## src/rtl/ones_serializer.sv

```systemverilog
// ones_serializer: parallel-to-serial stage feeding ones_counter.
// Takes WIDTH-bit words over valid/ready and shifts them out LSB-first,
// one bit per clock, and reports the popcount of each completed word.
// GAP idle cycles can follow every word.
// Optional feature macro: ONES_SER_PARITY_EN appends an even-parity bit
// (XOR of the word) after bit WIDTH-1.
module ones_serializer #(
   parameter int WIDTH = 8,
   parameter int GAP   = 0
) (
   input  logic                         clk,
   input  logic                         reset,
   input  logic [WIDTH-1:0]             in_data,
   input  logic                         in_valid,
   output logic                         in_ready,
   output logic                         data,
   output logic                         data_valid,
   output logic                         last,
   output logic [$clog2(WIDTH+1)-1:0]   word_ones,
   output logic                         busy
);

   localparam int CW = $clog2(WIDTH+1);
`ifdef ONES_SER_PARITY_EN
   localparam int NBITS = WIDTH + 1;
`else
   localparam int NBITS = WIDTH;
`endif
   localparam int             BW        = $clog2(NBITS);
   localparam logic [BW-1:0]  LAST_IDX  = BW'(NBITS-1);
   localparam logic [3:0]     GAP_LOAD  = 4'(GAP);
   localparam bit             GAP_ZERO  = (GAP == 0);

   typedef enum logic [1:0] {ST_IDLE, ST_SHIFT, ST_GAP} state_t;

   state_t            r_state;
   logic [NBITS-1:0]  r_shreg;
   logic [BW-1:0]     r_bitcnt;
   logic [CW-1:0]     r_shadow;
   logic [CW-1:0]     r_word_ones;
   logic [3:0]        r_gapcnt;
   logic              r_data;
   logic              r_data_valid;
   logic              r_last;
   logic              r_busy;

   state_t            w_state_next;
   logic [NBITS-1:0]  w_shreg_next;
   logic [BW-1:0]     w_bitcnt_next;
   logic [CW-1:0]     w_shadow_next;
   logic [CW-1:0]     w_word_ones_next;
   logic [3:0]        w_gapcnt_next;
   logic [NBITS-1:0]  w_load;
   logic [CW-1:0]     w_popcnt;
   logic              w_in_ready;
   logic              w_xfer;

   // Word as it enters the shift register (parity bit on top when enabled).
`ifdef ONES_SER_PARITY_EN
   assign w_load = {^in_data, in_data};
`else
   assign w_load = in_data;
`endif

   // Ready is a pure decode of registered state: idle, or the final bit when
   // no gap is configured so the next word can follow with no bubble.
   assign w_in_ready = (r_state == ST_IDLE) ||
                       (GAP_ZERO && (r_state == ST_SHIFT) && r_last);
   assign w_xfer     = in_valid && w_in_ready;

   // Ones count of the incoming word, captured into the shadow at transfer.
   always_comb begin
      w_popcnt = '0;
      for (int k = 0; k < WIDTH; k++) begin
         w_popcnt = w_popcnt + CW'(in_data[k]);
      end
   end

   // Next-state logic for the IDLE/SHIFT/GAP sequencer and its datapath.
   always_comb begin
      w_state_next     = r_state;
      w_shreg_next     = r_shreg;
      w_bitcnt_next    = r_bitcnt;
      w_shadow_next    = r_shadow;
      w_word_ones_next = r_word_ones;
      w_gapcnt_next    = r_gapcnt;
      case (r_state)
         ST_IDLE: begin
            if (w_xfer) begin
               w_state_next  = ST_SHIFT;
               w_shreg_next  = w_load;
               w_shadow_next = w_popcnt;
               w_bitcnt_next = '0;
            end
         end
         ST_SHIFT: begin
            w_shreg_next  = r_shreg >> 1;
            w_bitcnt_next = r_bitcnt + BW'(1);
            if (r_bitcnt == LAST_IDX) begin
               w_word_ones_next = r_shadow;
               if (!GAP_ZERO) begin
                  w_state_next  = ST_GAP;
                  w_gapcnt_next = GAP_LOAD;
               end else if (w_xfer) begin
                  w_state_next  = ST_SHIFT;
                  w_shreg_next  = w_load;
                  w_shadow_next = w_popcnt;
                  w_bitcnt_next = '0;
               end else begin
                  w_state_next  = ST_IDLE;
               end
            end
         end
         ST_GAP: begin
            w_gapcnt_next = r_gapcnt - 4'd1;
            if (r_gapcnt <= 4'd1) begin
               w_state_next = ST_IDLE;
            end
         end
         default: begin
            w_state_next = ST_IDLE;
         end
      endcase
   end

   // State, datapath and registered outputs (derived from next-state values
   // so that every output is a flop).
   always_ff @(posedge clk or posedge reset) begin
      if (reset) begin
         r_state      <= ST_IDLE;
         r_shreg      <= '0;
         r_bitcnt     <= '0;
         r_shadow     <= '0;
         r_word_ones  <= '0;
         r_gapcnt     <= '0;
         r_data       <= 1'b0;
         r_data_valid <= 1'b0;
         r_last       <= 1'b0;
         r_busy       <= 1'b0;
      end else begin
         r_state      <= w_state_next;
         r_shreg      <= w_shreg_next;
         r_bitcnt     <= w_bitcnt_next;
         r_shadow     <= w_shadow_next;
         r_word_ones  <= w_word_ones_next;
         r_gapcnt     <= w_gapcnt_next;
         r_data       <= (w_state_next == ST_SHIFT) && w_shreg_next[0];
         r_data_valid <= (w_state_next == ST_SHIFT);
         r_last       <= (w_state_next == ST_SHIFT) && (w_bitcnt_next == LAST_IDX);
         r_busy       <= (w_state_next != ST_IDLE);
      end
   end

   assign in_ready   = w_in_ready;
   assign data       = r_data;
   assign data_valid = r_data_valid;
   assign last       = r_last;
   assign word_ones  = r_word_ones;
   assign busy       = r_busy;

endmodule

```

## config.mk

```make
export PLATFORM = sky130hd
export DESIGN_NAME = ones_serializer
export DESIGN_NICKNAME = d
export VERILOG_FILES = /design/src/rtl/ones_serializer.sv
export SDC_FILE = /design/constraint.sdc
export NUM_CORES = 1
export LEC_CHECK = 0
export ABC_CLOCK_PERIOD_IN_PS = 1700
export CAP_MARGIN = 20
export CORE_ASPECT_RATIO = 0.75
export CORE_MARGIN = 4
export CORE_UTILIZATION = 45
export CTS_CLUSTER_DIAMETER = 120
export DETAILED_ROUTE_END_ITERATION = 10
export DONT_BUFFER_PORTS = 1
export PLACE_DENSITY = 0.65
export RECOVER_POWER = 100
export SYNTH_ARGS = -nofsm -noshare
export SYNTH_HDL_FRONTEND = slang
export SYNTH_SLANG_ARGS = --single-unit
export TNS_END_PERCENT = 50
```

## constraint.sdc

```tcl
create_clock -name clk -period 1.7 [get_ports clk]
set_clock_uncertainty 0.05 [all_clocks]
set_input_delay 0.425 -clock clk [delete_from_list [all_inputs] [get_ports clk]]
set_output_delay 0.425 -clock clk [all_outputs]
set_load 0.1 [all_outputs]
```

==> summary.txt, run 1 <==
Status - finished, violations left
Failing checks - setup timing
Leak - 0.000867 uW
P_sw - 1560 uW
Hold Vio Cnt, Final - 0
Netlist cell types - 35
F_max - 0.365 GHz
DR vias - 1074
Sink Count - 29
Die Area - 0.00428 sq mm
IO Count - 20
Yosys Warn Count - 0
Core box area - 0.00304 sq mm
First-pass GRT wire length - 5000 um
Final #Nets - 185
Final period util - 161%
Synth async-reset ratio - 100%
Actual slew at the worst max-slew pin - 0.892 ns
Most frequent cells in the layout - dfrtp_1 (27), inv_1 (17), nand2_1 (11), o21ai_0 (9), buf_4 (9)
Startpoint Class - input port
Residual DRC count - 0
# Post-CTS Setup Buffers - 0
Post-DR wirelength/cell - 14.9 um
Top_reg_cell synth - dfrtp_1
CTS buffer count - 5
Max cap viols - 0
# port buffers - 0
Root Driver - clkbuf_8
Post-Syn Area per Cell - 10.4 sq um
Post-route ant nets - 0
Worst Setup SP - in_data[0]
Clock latency on the worst-skew pair - 0.28 ns
Worst R2R Setup Slack - -0.04 ns
Largest net degree at the start of global routing - 30
Dpl cells - 194
Routability Congestion - 0.817
Worst R2R Start - r_bitcnt[0]$_DFF_PP0_
Kind of critical path - input port to flop
Global route total overflow - 0
Post-synth EDFFs - 0
Type of the worst min-delay path - input port to asynchronous set/reset pin
Synthesized area - 0.00148 sq mm
Antenna violations before repair - 0
Comb pwr share - 46.1%
Worst EP required - 1.82 ns
Proportion of layout cells with a drive suffix above 1 - 26.2%
Area Growth Syn to Fin - 19.5%
Crit end category - flop
Std cell rows - 17
Min Hold Slack - 0.179 ns
H-Tree Depth - 2
Starting Density - 48.6%
Most common cell after layout, fill and taps aside - dfrtp_1
Rel. slew slack - 40.5%
Crit Path Max Fanout - 2
Final Non-Filler Cells - 202
Die height - 57.6 um
Die X - 74.2 um
Sequential-to-total area share from yosys stat - 49.1%
Post-synthesis cell count - 142
Internal power - 1750 uW
All-Layer GR Usage - 15.6%
Final setup vio count - 5
Routed vias/inst - 5.32
Flops & latches, synth - 29
CTS tree - built
RSZ-0062 raised after global routing - true
Dpl hpwl - 2260 um
Final Max Slew Viols - 0
WP data arrival - 2.86 ns
Flop pwr share - 37.8%
Clk pwr share - 16.1%
Pwr Density - 1870 mW/mm^2
Switching share of power - 47.1%
Largest buffer count on any clock path - 2
Drt first pass iters - 6
Fin worst setup slack - -1.04 ns
Minimum clock period after layout - 2.74 ns
Routed WL - 3020 um
Post-synthesis net count - 164
Vias in the first global route - 1082
Diodes inserted - 0
Worst IR drop on VDD - 0.665 mV
Detailed Route Iter0 Violations - 59
Clock-pin slew on the worst setup and hold paths - 0.06 ns
==> what timing repair did <==
action,4_1_cts,5_1_grt
hold buffers,0,0
resized for setup,6,8
endpoints found under the setup margin,6,12
pin swaps,3,1
==> cells by family (layout without fill, tap and decap cells) <==
group           count (synthesis)  count (layout)  share of synthesized area (%)
compound gates                 31              31                           12.9
xor+xnor                        4               4                           2.37
fa+ha+maj                      11              11                           11.3
buf+inv                        25              47                           7.02
flops                          29              29                           49.1
mux                             7               7                           5.16
simple gates                   35              35                           12.2
==> power by group through the flow <==
stage / logic (uW) / registers (uW) / clock network (uW)
4_1_cts: 1590 / 1250 / 546
6_report: 1530 / 1250 / 531
3_5_place_dp: 1550 / 1260 / 0
3_3_place_gp: 1510 / 1240 / 0
2_1_floorplan: 753 / 1630 / 0
5_1_grt: 1650 / 1280 / 583
==> synth_stat cells (3+ instances only) <==
master / count / area share, %
a21oi_1: 9 / 3.0
a22o_1: 3 / 1.8
dfrtp_1: 29 / 49
fa_1: 4 / 5.4
ha_1: 7 / 5.9
inv_1: 21 / 5.3
mux2_2: 5 / 3.8
nand2_1: 11 / 2.8
nand2b_1: 3 / 1.3
nand3_1: 4 / 1.4
nor2_1: 6 / 1.5
nor2b_1: 3 / 1.3
o21ai_0: 10 / 3.4
==> critical path: stages <==
cell	delay, ns
inv_8	0.01
fa_1	0.58
fa_1	0.44
fa_1	0.45
inv_2	0.08
ha_4	0.13
inv_2	0.03
fa_2	0.33
xnor2_1	0.13
mux2_4	0.25
==> final timing paths <==
kind                                       endpoint  cells after the start
max in group asynchronous  word_ones[0]$_DFFE_PP0P_                      2
max reg2reg                          last$_DFF_PP0_                      7
min                        word_ones[2]$_DFFE_PP0P_                      2
max                         r_shadow[2]$_DFFE_PP0P_                     10
min reg2reg                 r_gapcnt[3]$_DFFE_PP0N_                      1
min in group clk             r_shreg[7]$_DFFE_PP0P_                      1
==> metrics by stage <==
step | total power (uW) | TNS [ns] | setup slack, ns | instance area, sq um | utilization, %
2_1_floorplan | 2390 | -6.59 | -1.25 | 1510 | -
3_3_place_gp | 2760 | -4.39 | -1.31 | 1690 | 55.7
3_5_place_dp | 2810 | -4.42 | -1.34 | 1690 | 55.7
4_1_cts | 3390 | -3.23 | -1.03 | 1800 | 59.1
5_1_grt | 3510 | -4.07 | -1.10 | 1770 | 58.1
6_report | 3310 | -3.30 | -1.04 | 1770 | 58.1
==> metal layers <==
layer | track usage (%) | up-vias | part of all wire (%) | wire length (um)
met2 | 21.6 | 27 | 43 | 1290
met3 | 5.03 | 5 | 5.6 | 170
li1 | - | 521 | - | -
met4 | 6.46 | 0 | 1.3 | 40
met1 | 22.4 | 521 | 50 | 1520
met5 | 0 | - | 0 | 0
==> flip-flops by register name, summed over array words and instances (netlist names) <==
register    count
busy            1
data            1
data_valid      1
last            1
r_bitcnt        3
r_gapcnt        4
r_shadow        4
r_shreg         8
r_state         2
word_ones       4
==> final cells by class <==
cell class	instances	area, sq um
Inverter	21	93.8
Fill cell	262	1270
Sequential cell	29	728
Clock inverter	2	10.0
Tap cell	38	47.5
Timing Repair Buffer	18	128
Clock buffer	6	72.6
Multi-Input combinational cell	88	688
Power figures use the tool's default switching activity.
==> inputs of run 2 (changes only) <==
--- a/config.mk
+++ b/config.mk
@@ -15,6 +15,7 @@
 export DONT_BUFFER_PORTS = 1
 export PLACE_DENSITY = 0.65
 export RECOVER_POWER = 100
+export SKIP_LAST_GASP = 1
 export SYNTH_ARGS = -nofsm -noshare
 export SYNTH_HDL_FRONTEND = slang
 export SYNTH_SLANG_ARGS = --single-unit
==> summary.txt, run 2 (synthesis results as in run 1) <==
Minimum clock period after layout - 2.74 ns
Final Max Slew Viols - 0
Kind of critical path - input port to flop
H-Tree Depth - 2
Status - finished, violations left
Dpl hpwl - 2260 um
Rel. slew slack - 40.4%
Pre-CTS setup slack - -1.34 ns
Min Hold Slack - 0.185 ns
Crit Path Max Fanout - 2
Crit end category - flop
Leak - 0.000870 uW
Stages on worst setup path - 10
Area Growth Syn to Fin - 19.6%
Met3 routed WL - 177 um
DRT met1 WL - 1500 um
Delay-heaviest family, CP - adder cells
Std cell rows - 17
Post-route ant nets - 0
Setup TNS - -3.31 ns
Most common cell after layout, fill and taps aside - dfrtp_1
Clock-pin slew on the worst setup and hold paths - 0.06 ns
Starting Density - 48.6%
# port buffers - 0
Actual slew at the worst max-slew pin - 0.894 ns
Critical Path Max Stage Delay - 0.58 ns
Drt first pass iters - 4
Largest register FFs - 8
Fill count - 264
Reg with most FFs - r_shreg
Global route total overflow - 0
Routed vias/inst - 5.26
Hold Vio Cnt, Final - 0
Proportion of layout cells with a drive suffix above 1 - 26.1%
Worst reg2reg path depth - 7
Core box area - 0.00304 sq mm
Vias in the first global route - 1084
Die Area - 0.00428 sq mm
Max cap viols - 0
Critical Path Most Common Cell - fa_1
DR vias - 1068
Type of the worst min-delay path - input port to asynchronous set/reset pin
Routability Congestion - 0.817
Diodes inserted - 0
Die height - 57.6 um
Dpl cells - 194
Metal2 WL - 1280 um
Clock latency on the worst-skew pair - 0.28 ns
Post-DR wirelength/cell - 14.8 um
CP bufs+invs - 3
F_max - 0.365 GHz
WP data arrival - 2.86 ns
Slowest CP cell - fa_1
Die X - 74.2 um
Most frequent cells in the layout - dfrtp_1 (28), inv_1 (17), nand2_1 (11), buf_4 (10), o21ai_0 (9)
Final Non-Filler Cells - 203
Worst EP required - 1.81 ns
Final period util - 161%
Final #Nets - 186
Sink Count - 29
Worst IR drop on VDD - 0.674 mV
Detailed Route Iter0 Violations - 63
Fin worst setup slack - -1.04 ns
IO Count - 20
Final setup vio count - 5
Finished Core Util - 58.2%
CTS buffer count - 5
CTS tree - built
Startpoint Class - input port
Crit-path cells - inv_8 -> fa_1 -> fa_1 -> fa_1 -> inv_2 -> ha_4 -> inv_2 -> fa_2 -> xnor2_1 -> mux2_4
Pwr Density - 1860 mW/mm^2
Largest buffer count on any clock path - 2
Root Driver - clkbuf_8
Top Layer Used - met4
All-Layer GR Usage - 15.7%
Failing checks - setup timing
Antenna violations before repair - 0
Largest net degree at the start of global routing - 30
RSZ-0062 raised after global routing - true
First-pass GRT wire length - 5030 um
Post-CTS Hold Fix Bufs - 0
Routed WL - 3000 um
Residual DRC count - 0
==> run 2: cell types whose count changed in the layout (fill, tap and decap cells not counted) <==
cell | before | now
dfrtp_1 | 27 | 28
buf_4 | 9 | 10
nor2b_4 | 1 | 0
dfrtp_2 | 2 | 1
nor2b_2 | 0 | 1
buf_2 | 2 | 1
clkbuf_2 | 6 | 7
==> run 2: what timing repair did <==
| item | in CTS | in global routing |
|---|---|---|
| endpoints found under the setup margin | 6 | 12 |
| resized for setup | 4 | 8 |
| pin swaps | 3 | 1 |
| buffers inserted | 0 | 1 |
==> run 2: where the power goes <==
part,leakage [uW],internal [uW],switching (uW)
sequential,0.000363,937,304
combinational,0.000462,525,1000
clock,0.0000450,283,246
==> run 2: per-stage QoR <==
step / power, uW / instance area, sq um
floorplan: 2390 / 1510
global placement: 2760 / 1690
detailed placement: 2810 / 1690
CTS: 3360 / 1790
global route: 3500 / 1770
finish: 3300 / 1770
==> run 2: worst paths after layout <==
path | startpoint | slack [ns] | end
min in group clk | in_data[7] | 0.24 | r_shreg[7]$_DFFE_PP0P_
worst max-delay path | in_data[0] | -1.04 | r_shadow[2]$_DFFE_PP0P_
max in group asynchronous | reset | 0.92 | last$_DFF_PP0_
worst min-delay path | reset | 0.18 | word_ones[3]$_DFFE_PP0P_
worst max register to register | r_bitcnt[0]$_DFF_PP0_ | -0.06 | last$_DFF_PP0_
worst min register to register | r_gapcnt[3]$_DFFE_PP0N_ | 0.42 | r_gapcnt[3]$_DFFE_PP0N_
==> run 2: cell type report <==
type / instances / area (sq um) / area share [%]
inverter: 21 / 93.8 / 5.30
timing repair buffer: 19 / 135 / 7.64
clock inverter: 2 / 10.0 / 0.566
tap: 38 / 47.5 / 2.69
multi-input combinational: 88 / 683 / 38.6
sequential: 29 / 727 / 41.1
clock buffer: 6 / 72.6 / 4.10
==> run 2: metal layers <==
metal  vias to the layer above  GRT usage [%]
met5                         -              0
met4                         0           6.46
met3                         5           5.03
met2                        31           21.6
met1                       514           22.7
li1                        518              -
==> run 2: worst reg2reg max path, cell delays in order, from the launching register on <==
cell	delay (ns)
dfrtp_1	0.39
ha_1	0.21
ha_1	0.27
nor2b_1	0.14
a21oi_1	0.05
or2_0	0.28
inv_1	0.13
and4_1	0.18
